`src/rtl/ff_link_pkg.sv`:
```
// rtl/ff_link_pkg.sv - shared parameters and FSM state encoding for the ff serial bit link
// Used by the deframer here and by the bridge-side serializer, so both walk the same states.
package ff_link_pkg;

    localparam int FF_ID_W      = 24;
    localparam int FF_MAX_BYTES = 1518;

    typedef enum logic [1:0] {
        ST_IDLE    = 2'd0,
        ST_HDR     = 2'd1,
        ST_PAYLOAD = 2'd2,
        ST_DISCARD = 2'd3
    } ff_state_t;

endpackage

```
`src/rtl/ff_bit_deframer_if.sv`:
```
// rtl/ff_bit_deframer_if.sv - serial bit input and byte/status output bundle of the deframer
// master: serial source / consumer side (drives ff_en, ff_data; observes byte and status outputs)
// slave : deframer side
//   ff_en, ff_data           serial frame envelope and bit
//   byte_data/valid/last     payload byte stream, one strobe per byte
//   frameid, id_valid        header value and its update strobe
//   frame_ok/err, seq_err    end-of-frame status and sequence-gap strobes
interface ff_bit_deframer_if
    import ff_link_pkg::*;
#(
    parameter int ID_W = FF_ID_W
) ();

    logic            ff_en;
    logic            ff_data;
    logic [7:0]      byte_data;
    logic            byte_valid;
    logic            byte_last;
    logic [ID_W-1:0] frameid;
    logic            id_valid;
    logic            frame_ok;
    logic            frame_err;
    logic            seq_err;

    modport master (
        output ff_en, ff_data,
        input  byte_data, byte_valid, byte_last, frameid, id_valid,
               frame_ok, frame_err, seq_err
    );

    modport slave (
        input  ff_en, ff_data,
        output byte_data, byte_valid, byte_last, frameid, id_valid,
               frame_ok, frame_err, seq_err
    );

endinterface

```
`src/rtl/ff_shift_byte.sv`:
```
// rtl/ff_shift_byte.sv - 8-bit MSB-first serial-to-byte shifter with bit counter
// Ports:
//   clk, resetn     clock, synchronous active-low reset
//   clear           drop any partial byte (counter and shifter to 0)
//   shift_en        take bit_in this cycle
//   bit_in          serial bit
//   byte_next       byte including the current bit; valid when done=1
//   done            combinational strobe: this cycle's bit completes a byte
//   bit_cnt         bits already collected in the current byte
module ff_shift_byte (
    input  logic       clk,
    input  logic       resetn,
    input  logic       clear,
    input  logic       shift_en,
    input  logic       bit_in,
    output logic [7:0] byte_next,
    output logic       done,
    output logic [2:0] bit_cnt
);

    logic [6:0] sh;

    // Completed byte is presented combinationally so the parent can capture it on the
    // same edge that samples the 8th bit; the counter then wraps to 0 by itself.
    assign byte_next = {sh, bit_in};
    assign done      = shift_en && (bit_cnt == 3'd7);

    always_ff @(posedge clk) begin
        if (!resetn || clear) begin
            sh      <= '0;
            bit_cnt <= '0;
        end else if (shift_en) begin
            sh      <= {sh[5:0], bit_in};
            bit_cnt <= bit_cnt + 3'd1;
        end
    end

endmodule

```
`src/rtl/ff_bit_deframer.sv`:
```
// rtl/ff_bit_deframer.sv - ff serial bit receiver: strips frameid header, packs payload bytes
// Ports:
//   ff_clk    bit clock, all logic on rising edge
//   reset     synchronous active-low reset
//   ff        ff_bit_deframer_if.slave: ff_en/ff_data in; byte_data/valid/last, frameid,
//             id_valid, frame_ok, frame_err, seq_err out (all outputs registered)
module ff_bit_deframer
    import ff_link_pkg::*;
#(
    parameter int MAX_BYTES = FF_MAX_BYTES,
    parameter int ID_W      = FF_ID_W
) (
    input  logic           ff_clk,
    input  logic           reset,
    ff_bit_deframer_if.slave ff
);

    localparam int HDR_BYTES = ID_W / 8;
    localparam int HDR_CW    = $clog2(HDR_BYTES + 1);
    localparam int CNT_W     = $clog2(MAX_BYTES + 2);
    localparam logic [CNT_W-1:0] CNT_MAX = CNT_W'(MAX_BYTES + 1);

    ff_state_t       state;
    logic            wait_low;      // after reset: ignore the line until ff_en is seen low
    logic [HDR_CW-1:0] hdr_cnt;
    logic [CNT_W-1:0]  byte_cnt;
    logic [7:0]      hold_data;
    logic            hold_full;
    logic [ID_W-1:0] id_sh;
    logic            seq_armed;

    logic [7:0]      byte_data_q;
    logic            byte_valid_q;
    logic            byte_last_q;
    logic [ID_W-1:0] frameid_q;
    logic            id_valid_q;
    logic            frame_ok_q;
    logic            frame_err_q;
    logic            seq_err_q;

    logic            shift_en;
    logic [7:0]      sh_byte;
    logic            sh_done;
    logic [2:0]      sh_cnt;
    logic [ID_W-1:0] id_next;

    // The first header bit is taken while still in IDLE, so the shifter runs there too.
    assign shift_en = ff.ff_en && (((state == ST_IDLE) && !wait_low) ||
                                   (state == ST_HDR) || (state == ST_PAYLOAD));
    assign id_next  = (id_sh << 8) | ID_W'(sh_byte);

    ff_shift_byte u_shift (
        .clk       (ff_clk),
        .resetn    (reset),
        .clear     (!ff.ff_en),
        .shift_en  (shift_en),
        .bit_in    (ff.ff_data),
        .byte_next (sh_byte),
        .done      (sh_done),
        .bit_cnt   (sh_cnt)
    );

    always_ff @(posedge ff_clk) begin
        if (!reset) begin
            state        <= ST_IDLE;
            wait_low     <= 1'b1;
            hdr_cnt      <= '0;
            byte_cnt     <= '0;
            hold_data    <= '0;
            hold_full    <= 1'b0;
            id_sh        <= '0;
            seq_armed    <= 1'b0;
            byte_data_q  <= '0;
            byte_valid_q <= 1'b0;
            byte_last_q  <= 1'b0;
            frameid_q    <= '0;
            id_valid_q   <= 1'b0;
            frame_ok_q   <= 1'b0;
            frame_err_q  <= 1'b0;
            seq_err_q    <= 1'b0;
        end else begin
            byte_valid_q <= 1'b0;
            byte_last_q  <= 1'b0;
            id_valid_q   <= 1'b0;
            frame_ok_q   <= 1'b0;
            frame_err_q  <= 1'b0;
            seq_err_q    <= 1'b0;

            case (state)
                ST_IDLE: begin
                    hdr_cnt   <= '0;
                    byte_cnt  <= '0;
                    hold_full <= 1'b0;
                    if (wait_low) begin
                        if (!ff.ff_en) wait_low <= 1'b0;
                    end else if (ff.ff_en) begin
                        state <= ST_HDR;
                    end
                end

                ST_HDR: begin
                    if (!ff.ff_en) begin
                        frame_err_q <= 1'b1;
                        state       <= ST_IDLE;
                    end else if (sh_done) begin
                        id_sh   <= id_next;
                        hdr_cnt <= hdr_cnt + HDR_CW'(1);
                        if (hdr_cnt == HDR_CW'(HDR_BYTES - 1)) begin
                            frameid_q  <= id_next;
                            id_valid_q <= 1'b1;
                            // frameid_q still holds the previous header here
                            seq_err_q  <= seq_armed && (id_next != frameid_q + ID_W'(1));
                            seq_armed  <= 1'b1;
                            state      <= ST_PAYLOAD;
                        end
                    end
                end

                ST_PAYLOAD: begin
                    if (!ff.ff_en) begin
                        // With no partial byte the held byte is the frame's final byte.
                        if ((sh_cnt != 3'd0) || (byte_cnt == '0)) begin
                            frame_err_q <= 1'b1;
                        end else begin
                            byte_data_q  <= hold_data;
                            byte_valid_q <= 1'b1;
                            byte_last_q  <= 1'b1;
                            frame_ok_q   <= 1'b1;
                        end
                        hold_full <= 1'b0;
                        state     <= ST_IDLE;
                    end else if (sh_done) begin
                        if (hold_full) begin
                            byte_data_q  <= hold_data;
                            byte_valid_q <= 1'b1;
                        end
                        if (byte_cnt != CNT_MAX) byte_cnt <= byte_cnt + CNT_W'(1);
                        if (byte_cnt == CNT_W'(MAX_BYTES)) begin
                            // Oversize: the overflowing byte never enters the hold register.
                            hold_full <= 1'b0;
                            state     <= ST_DISCARD;
                        end else begin
                            hold_data <= sh_byte;
                            hold_full <= 1'b1;
                        end
                    end
                end

                ST_DISCARD: begin
                    if (!ff.ff_en) begin
                        frame_err_q <= 1'b1;
                        state       <= ST_IDLE;
                    end
                end

                default: state <= ST_IDLE;
            endcase
        end
    end

    assign ff.byte_data  = byte_data_q;
    assign ff.byte_valid = byte_valid_q;
    assign ff.byte_last  = byte_last_q;
    assign ff.frameid    = frameid_q;
    assign ff.id_valid   = id_valid_q;
    assign ff.frame_ok   = frame_ok_q;
    assign ff.frame_err  = frame_err_q;
    assign ff.seq_err    = seq_err_q;

endmodule

```
`src/flat_wrapper.sv`:
```
// flat-port wrapper written by rule: the top's interface ports become plain ports
module ff_bit_deframer_flat import ff_link_pkg::*;
#(
    parameter int MAX_BYTES = FF_MAX_BYTES,
    parameter int ID_W      = FF_ID_W
)
  (ff_clk, reset, ff_ff_en, ff_ff_data, ff_byte_data, ff_byte_valid, ff_byte_last, ff_frameid, ff_id_valid, ff_frame_ok, ff_frame_err, ff_seq_err);
  ff_bit_deframer_if #(.ID_W(ID_W)) ff_i ();
  input  logic ff_clk;
  input  logic reset;
  input wire logic [$bits(ff_i.ff_en)-1:0] ff_ff_en;
  input wire logic [$bits(ff_i.ff_data)-1:0] ff_ff_data;
  output wire logic [$bits(ff_i.byte_data)-1:0] ff_byte_data;
  output wire logic [$bits(ff_i.byte_valid)-1:0] ff_byte_valid;
  output wire logic [$bits(ff_i.byte_last)-1:0] ff_byte_last;
  output wire logic [$bits(ff_i.frameid)-1:0] ff_frameid;
  output wire logic [$bits(ff_i.id_valid)-1:0] ff_id_valid;
  output wire logic [$bits(ff_i.frame_ok)-1:0] ff_frame_ok;
  output wire logic [$bits(ff_i.frame_err)-1:0] ff_frame_err;
  output wire logic [$bits(ff_i.seq_err)-1:0] ff_seq_err;
  assign ff_i.ff_en = ff_ff_en;
  assign ff_i.ff_data = ff_ff_data;
  assign ff_byte_data = ff_i.byte_data;
  assign ff_byte_valid = ff_i.byte_valid;
  assign ff_byte_last = ff_i.byte_last;
  assign ff_frameid = ff_i.frameid;
  assign ff_id_valid = ff_i.id_valid;
  assign ff_frame_ok = ff_i.frame_ok;
  assign ff_frame_err = ff_i.frame_err;
  assign ff_seq_err = ff_i.seq_err;
  ff_bit_deframer #(.MAX_BYTES(MAX_BYTES), .ID_W(ID_W)) u_core (.ff_clk(ff_clk), .reset(reset), .ff(ff_i));
endmodule
```
`config.mk`:
```
export PLATFORM = sky130hd
export DESIGN_NAME = ff_bit_deframer_flat
export DESIGN_NICKNAME = d
export VERILOG_FILES = /design/src/rtl/ff_link_pkg.sv /design/src/rtl/ff_bit_deframer_if.sv /design/src/rtl/ff_shift_byte.sv /design/src/rtl/ff_bit_deframer.sv /design/src/flat_wrapper.sv
export SDC_FILE = /design/constraint.sdc
export NUM_CORES = 1
export LEC_CHECK = 0
export CORE_MARGIN = 10
export CORE_UTILIZATION = 51
export CTS_CLUSTER_DIAMETER = 200
export DETAILED_ROUTE_END_ITERATION = 8
export GPL_ROUTABILITY_DRIVEN = 0
export GPL_TIMING_DRIVEN = 0
export PLACE_DENSITY = 0.72
export SYNTH_ARGS = -nofsm -noshare
export SYNTH_HDL_FRONTEND = slang
export SYNTH_SLANG_ARGS = --single-unit
```
`constraint.sdc`:
```
create_clock -name ff_clk -period 4 [get_ports ff_clk]
set_clock_uncertainty 0.05 [all_clocks]
set_input_delay 0.8 -clock ff_clk [delete_from_list [all_inputs] [get_ports ff_clk]]
set_output_delay 0.8 -clock ff_clk [all_outputs]
set_load 0.01 [all_outputs]
```
-- Word-level counts from Yosys, hierarchy flattened
Index checks and enable logic that the tools add are counted.
- register bits after elaboration: 89
- input bits: 4
- output and inout port bits: 38
- logic and storage cells: 113
- add/subtract/negate cells: 4
- equal/unequal tests: 23
- multiplexer cells: 36
- bitwise logic cells: 4
- reduce and logical (&&, ||, !) cells: 29
- operators with widths (kind ; number):
    2-to-1 mux 11 bit ; 3
    2-to-1 mux 8 bit ; 4
    adder 24 x 1 -> 24 bit (second input constant) ; 1
    inequality test 24 bit ; 1
    bitwise OR 24 x 8 -> 24 bit ; 1
    2-to-1 mux 2 bit ; 11
    one-hot mux 11 bit (2 select lines) ; 1
    AND reduction 4 bit ; 5
    inequality test 2 bit (second input constant) ; 7
    2-to-1 mux 1 bit ; 13
    adder 11 x 1 -> 11 bit (second input constant) ; 1
    equality test 11 bit (second input constant) ; 1
    zero test 11 bit ; 1
    inequality test 11 bit (second input constant) ; 1
    inequality test 2 x 1 -> 1 bit (second input constant) ; 4
    one-hot mux 2 bit (4 select lines) ; 1
    AND reduction 7 bit ; 1
    equality test 2 bit (second input constant) ; 3
    inequality test 3 x 2 -> 1 bit (second input constant) ; 2
    inequality test 3 bit (second input constant) ; 2
    AND reduction 3 bit ; 2
    AND reduction 5 bit ; 1
    logical AND 1 bit ; 4
    logical OR 1 bit ; 4
    other kinds (14) ; 21

-- Logic depth before layout (Yosys ltp)
- word-level depth: 9
- depth in mapped cells: 10
- gate-level depth less buffers: 9

-- Modules after synthesis
A second synthesis with hierarchy kept.
- cell total of the unflattened synthesis: 509
- area, all modules: 4365.4 µm²
- modules (own cells, without submodules) (module ; times used ; cells an instance ; area each (µm²) ; seq. area each (µm²)):
    ff_bit_deframer ; 1 ; 472 ; 3966.3 ; 1581.5
    ff_shift_byte ; 1 ; 37 ; 399.1 ; 200.2

-- Least setup slack after synthesis
Ideal clock, no wire load.
- path kind: reg2reg
- start point: register u_core.frameid_q[0] (netlist: u_core.ff.frameid[0])
- end point: register u_core.seq_err_q (netlist: u_core.ff.seq_err)
- setup time: 0.127 ns
- arrival time: 2.017 ns
- required time: 3.823 ns
- path slack: 1.807 ns
- cell stages (with the launch flop): 9
- clock period less this slack: 2.193 ns
- cells stage by stage: dfxtp_1 > ha_1 > nand4_2 > or4_1 > o21ai_1 > and3_1 > o22ai_1 > nor4_1 > a31oi_1
- longest elaborated chain between the ends: 3
- ends and longest elaborated chain (what ; RTL line ; RTL):
    start, declared ; ff_bit_deframer.sv:35 ; logic [ID_W-1:0] frameid_q;
    start signal, assigned ; ff_bit_deframer.sv:109 ; frameid_q <= id_next;
    adder 24 x 1 -> 24 bit ; ff_bit_deframer.sv:112 ; seq_err_q <= seq_armed && (id_next != frameid_q + ID_W'(1));
    inequality test 24 bit ; ff_bit_deframer.sv:112 ;
    logical AND 1 bit ; ff_bit_deframer.sv:112 ;
    end signal, assigned ; ff_bit_deframer.sv:112 ;
    end, declared ; ff_bit_deframer.sv:39 ; logic seq_err_q;
No other way between the ends.
A chain may end at the register's enable or synchronous reset.

-- Worst setup path in the final report
- start point: input port ff_ff_en
- end point: register u_core.byte_cnt[7]
- longest elaborated chain between the ends: 4
- elaborated cells on any way between the ends: 5
- those cells by class: eq/ne: 2; reduce/logical: 3
- ends and longest elaborated chain (what ; RTL line ; RTL):
    start, declared ; flat_wrapper.sv:11 ; input wire logic [$bits(ff_i.ff_en)-1:0] ff_ff_en;
    logical AND 1 bit ; ff_bit_deframer.sv:48 ; assign shift_en = ff.ff_en && (((state == ST_IDLE) && !wait_low) ||
    logical AND 1 bit ; ff_shift_byte.sv:26 ; assign done = shift_en && (bit_cnt == 3'd7);
    inequality test 2 x 1 -> 1 bit (no line) ; n/a ;
    AND reduction 4 bit (no line) * ; n/a ;
    end signal, assigned ; ff_bit_deframer.sv:137 ; if (byte_cnt != CNT_MAX) byte_cnt <= byte_cnt + CNT_W'(1);
    end, declared ; ff_bit_deframer.sv:26 ; logic [CNT_W-1:0] byte_cnt;
Mark *: on every way between the ends. The rest lies on a longest branch, timed or not.

==> summary.txt <==
Synthesis
  • Sequential-to-total area share from yosys stat: 0.4130
  • Warnings, synthesis: 0
  • Synth top cells by count: 102 x nand2_1, 89 x dfxtp_1, 56 x nor2_1, 50 x a21oi_1, 26 x mux2i_1
  • Mapped Nets: 535
  • Count leader, synth: nand2_1
  • Cells after synthesis: 523
  • Area contributors post-synth: dfxtp_1 41%, nand2_1 8.9%, mux2i_1 6.0%, a21oi_1 5.8%, xnor2_1 5.1%
  • Async S/R FF share, synth: 0
  • Syn avg cell area: 8.249 µm²
  • EDFF count, synth: 0
  • Most used flip-flop cell after synthesis: dfxtp_1
  • Yosys reg bits: 89
  • Synthesized area: ~4300 µm²
  • Area leader, netlist: dfxtp_1
  • Yosys cell types: 53
  • Yosys top cell area share: 0.4130

Worst setup path
  • Reg-to-reg startpoint: u_core.ff.frameid[0]
  • CP Data Arrival Time: 2770 ps
  • Setup crit start kind: input pin
  • Worst setup path class: in -> reg
  • R2R depth: 8
  • Crit path capture type: flip-flop
  • CP endpoint: u_core.byte_cnt[7]
  • Critical path peak fanout: 6
  • Critical path origin: ff_ff_en
  • R2R Setup Slk: 1450 ps
  • WP data required: roughly 4200 ps
  • R2r endpoint: u_core.ff.seq_err

Final layout
  • Layout Utilization: 0.6140
  • Share of cells above drive strength 1: 0.06379
  • Ant. Diodes: 0
  • Post-Layout Cell Count: approximately 690
  • P&R area growth vs syn: 16.94%
  • Final nets: 587

Job
  • Max-cap violations: 0

GRT
  • First-pass GRT wire length: 17910 µm
  • Initial antenna violation count: 0
  • Via count of the first global-routing pass: 3613
  • Total grt overflow: 0
  • Pin count of the biggest net entering global routing: 17
  • Overall Global Routing Usage: 0.1686

Timing
  • Hold Fails Final Rpt: 0
  • Worst slew pin tran: 612.4 ps
  • Fin crit period: 2584 ps
  • Setup TNS: 0 ps
  • Fmax: 0.3871 GHz
  • Final slew viol count: 0
  • Worst slew margin: 0.5890
  • Worst Hold Slack: roughly 430 ps
  • RSZ-0062 raised after global routing: no
  • Final Cycle Share: 0.6459
  • Final setup viols: 0

Placed design
  • Placed cells: 669
  • Count of buffers from port buffering: 41
  • Final HPWL DP: ~7800 µm

Floorplanning
  • Initial core utilization: 0.5250
  • Cell row count: 33
  • Core Region: 8217 µm²
  • Die Height: 112.0 µm
  • Die area: around 13000 µm²
  • Top-level port count: 42
  • Chip width: 112.0 µm

Routing
  • DRC viols: 0
  • Post-DR wirelength/cell: 15.54 µm
  • Initial DRT Pass Iterations: 5
  • DR vias: ~3800
  • Initial DRC count: 203
  • Drt via density: 5.564
  • Drt total wl: 10650 µm
  • Antenna viol nets, final: 0

Clock network
  • Root Buffer: clkbuf_8
  • Clock sink total: about 90
  • # hold bufs at CTS: 0
  • CTS-repair resized insts: 0
  • Htree depth: 3
  • Worst-skew pair later-pin latency: 370 ps
  • Clock tree buffer depth: 2
  • CTS tree: built
  • Postcts setup bufs: 0
  • CTS Buf Count: 9
  • Clk slew on worst S/H paths: approximately 90 ps

Run status
  • Status: complete, no violations

Min path
  • WHS Path Cells: 2
  • Min-delay worst type: reg -> reg

Power
  • Peak VDD IR: 0.0001813 V
  • Power Density: around 300 nW/µm²
  • Lkg Pwr: 0.001801 µW
power by group:
part | total [µW] | switching, µW | internal [µW]
combinational | 47.0 | 32.2 | 14.8
clock | 594 | 344 | 250
sequential | 890 | 2.69 | 887
total | 1530 | 379 | 1150
worst max-delay path, stage by stage:
cell and delay, ps:
clkdlybuf4s50_1 570, nand2_1 130, a211oi_2 310, a21boi_1 200
nor4_2 420, nand3_1 140, xor2_1 150, nor2_1 60
layout make-up:
cell class | instances | area, µm²
fillers | 766 | 3172
multi-input cells | 397 | 2379
flip-flops and latches | 89 | 1782
repair buffers | 41 | 410.4
clock buffers | 10 | 137.6
well taps | 105 | 131.4
plain buffers | 28 | 120.1
clock inverters | 6 | 51.30
inverters | 9 | 33.78
per-layer routing:
metal | GRT usage | vias to the layer above | wire, µm
li1 | - | 1903 | -
met1 | 0.2188 | 1806 | 5020
met2 | 0.2692 | 92 | 4920
met3 | 0.03811 | 10 | 553
met4 | 0.05668 | 0 | 153
met5 | 0 | - | 0
metrics by stage:
| stage | area (µm²) | setup WS (ps) | power, µW |
|---|---|---|---|
| floorplan | 4314 | 1807 | 940.8 |
| detailed placement | 4856 | 1032 | 957.5 |
| global placement | 4856 | 1087 | 956.3 |
| finish | 5045 | 1416 | 1531 |
| CTS | 5045 | 1428 | 1534 |
| global route | 5045 | 1206 | 1579 |
how the worst min path moves through the flow:
| stage | end | slack, ps | start |
|---|---|---|---|
| floorplan | u_core.ff.seq_err | 380 | u_core.seq_armed |
| global placement | u_core.seq_armed | 400 | u_core.seq_armed |
| detailed placement | u_core.seq_armed | 410 | u_core.seq_armed |
| CTS | u_core.seq_armed | 440 | u_core.seq_armed |
| global route | u_core.ff.frameid[22] | 460 | u_core.id_sh[14] |
| finish | u_core.seq_armed | 430 | u_core.seq_armed |
layout by cell type, fill, tap and decap left out, drive strengths merged, types with 3 or more instances in the layout:
| cell | Yosys | routed |
|---|---|---|
| ha | 8 | 8 |
| dfxtp | 89 | 89 |
| a211oi | 3 | 3 |
| xor2 | 16 | 16 |
| a21oi | 50 | 50 |
| a31oi | 3 | 3 |
| inv | 9 | 11 |
| clkbuf | 16 | 26 |
| clkdlybuf4s50 | 0 | 41 |
| nor2 | 56 | 56 |
| and4 | 4 | 4 |
| a22oi | 3 | 3 |
| mux2i | 26 | 26 |
| nand4b | 3 | 3 |
| nor4b | 3 | 3 |
| nor4 | 8 | 8 |
| and3 | 9 | 9 |
| buf | 12 | 12 |
| and2 | 5 | 5 |
| o31ai | 3 | 3 |
| xnor2 | 25 | 25 |
| o22ai | 3 | 3 |
| or4 | 3 | 3 |
| nand3 | 18 | 18 |
| nand2b | 5 | 5 |
| clkinv | 0 | 3 |
| nand2 | 102 | 102 |
| o21ai | 6 | 6 |
| nand4 | 12 | 12 |
| nor3 | 4 | 4 |
registers in the layout, indices dropped and copies added (netlist names):
signal / cells
u_core.ff.frame_err: 1
u_core.state: 2
u_core.hdr_cnt: 2
u_core.ff.frame_ok: 1
u_core.ff.seq_err: 1
u_core.seq_armed: 1
u_core.u_shift.bit_cnt: 3
u_core.hold_data: 8
u_core.id_sh: 16
u_core.byte_cnt: 11
u_core.ff.id_valid: 1
u_core.hold_full: 1
u_core.ff.byte_data: 8
u_core.wait_low: 1
u_core.u_shift.sh: 7
u_core.ff.byte_valid: 1
u_core.ff.frameid: 24
cell families (layout without fill, tap and decap cells):
family / after synthesis / in the layout / share of synthesized area
simple gates: 241 / 241 / 0.2715
flops: 89 / 89 / 0.4130
compound gates: 79 / 79 / 0.1079
xor+xnor: 41 / 41 / 0.08324
buf+inv: 37 / 94 / 0.03567
mux: 28 / 28 / 0.06554
fa+ha+maj: 8 / 8 / 0.02320
Note: power is estimated with default switching activity, not from simulation.
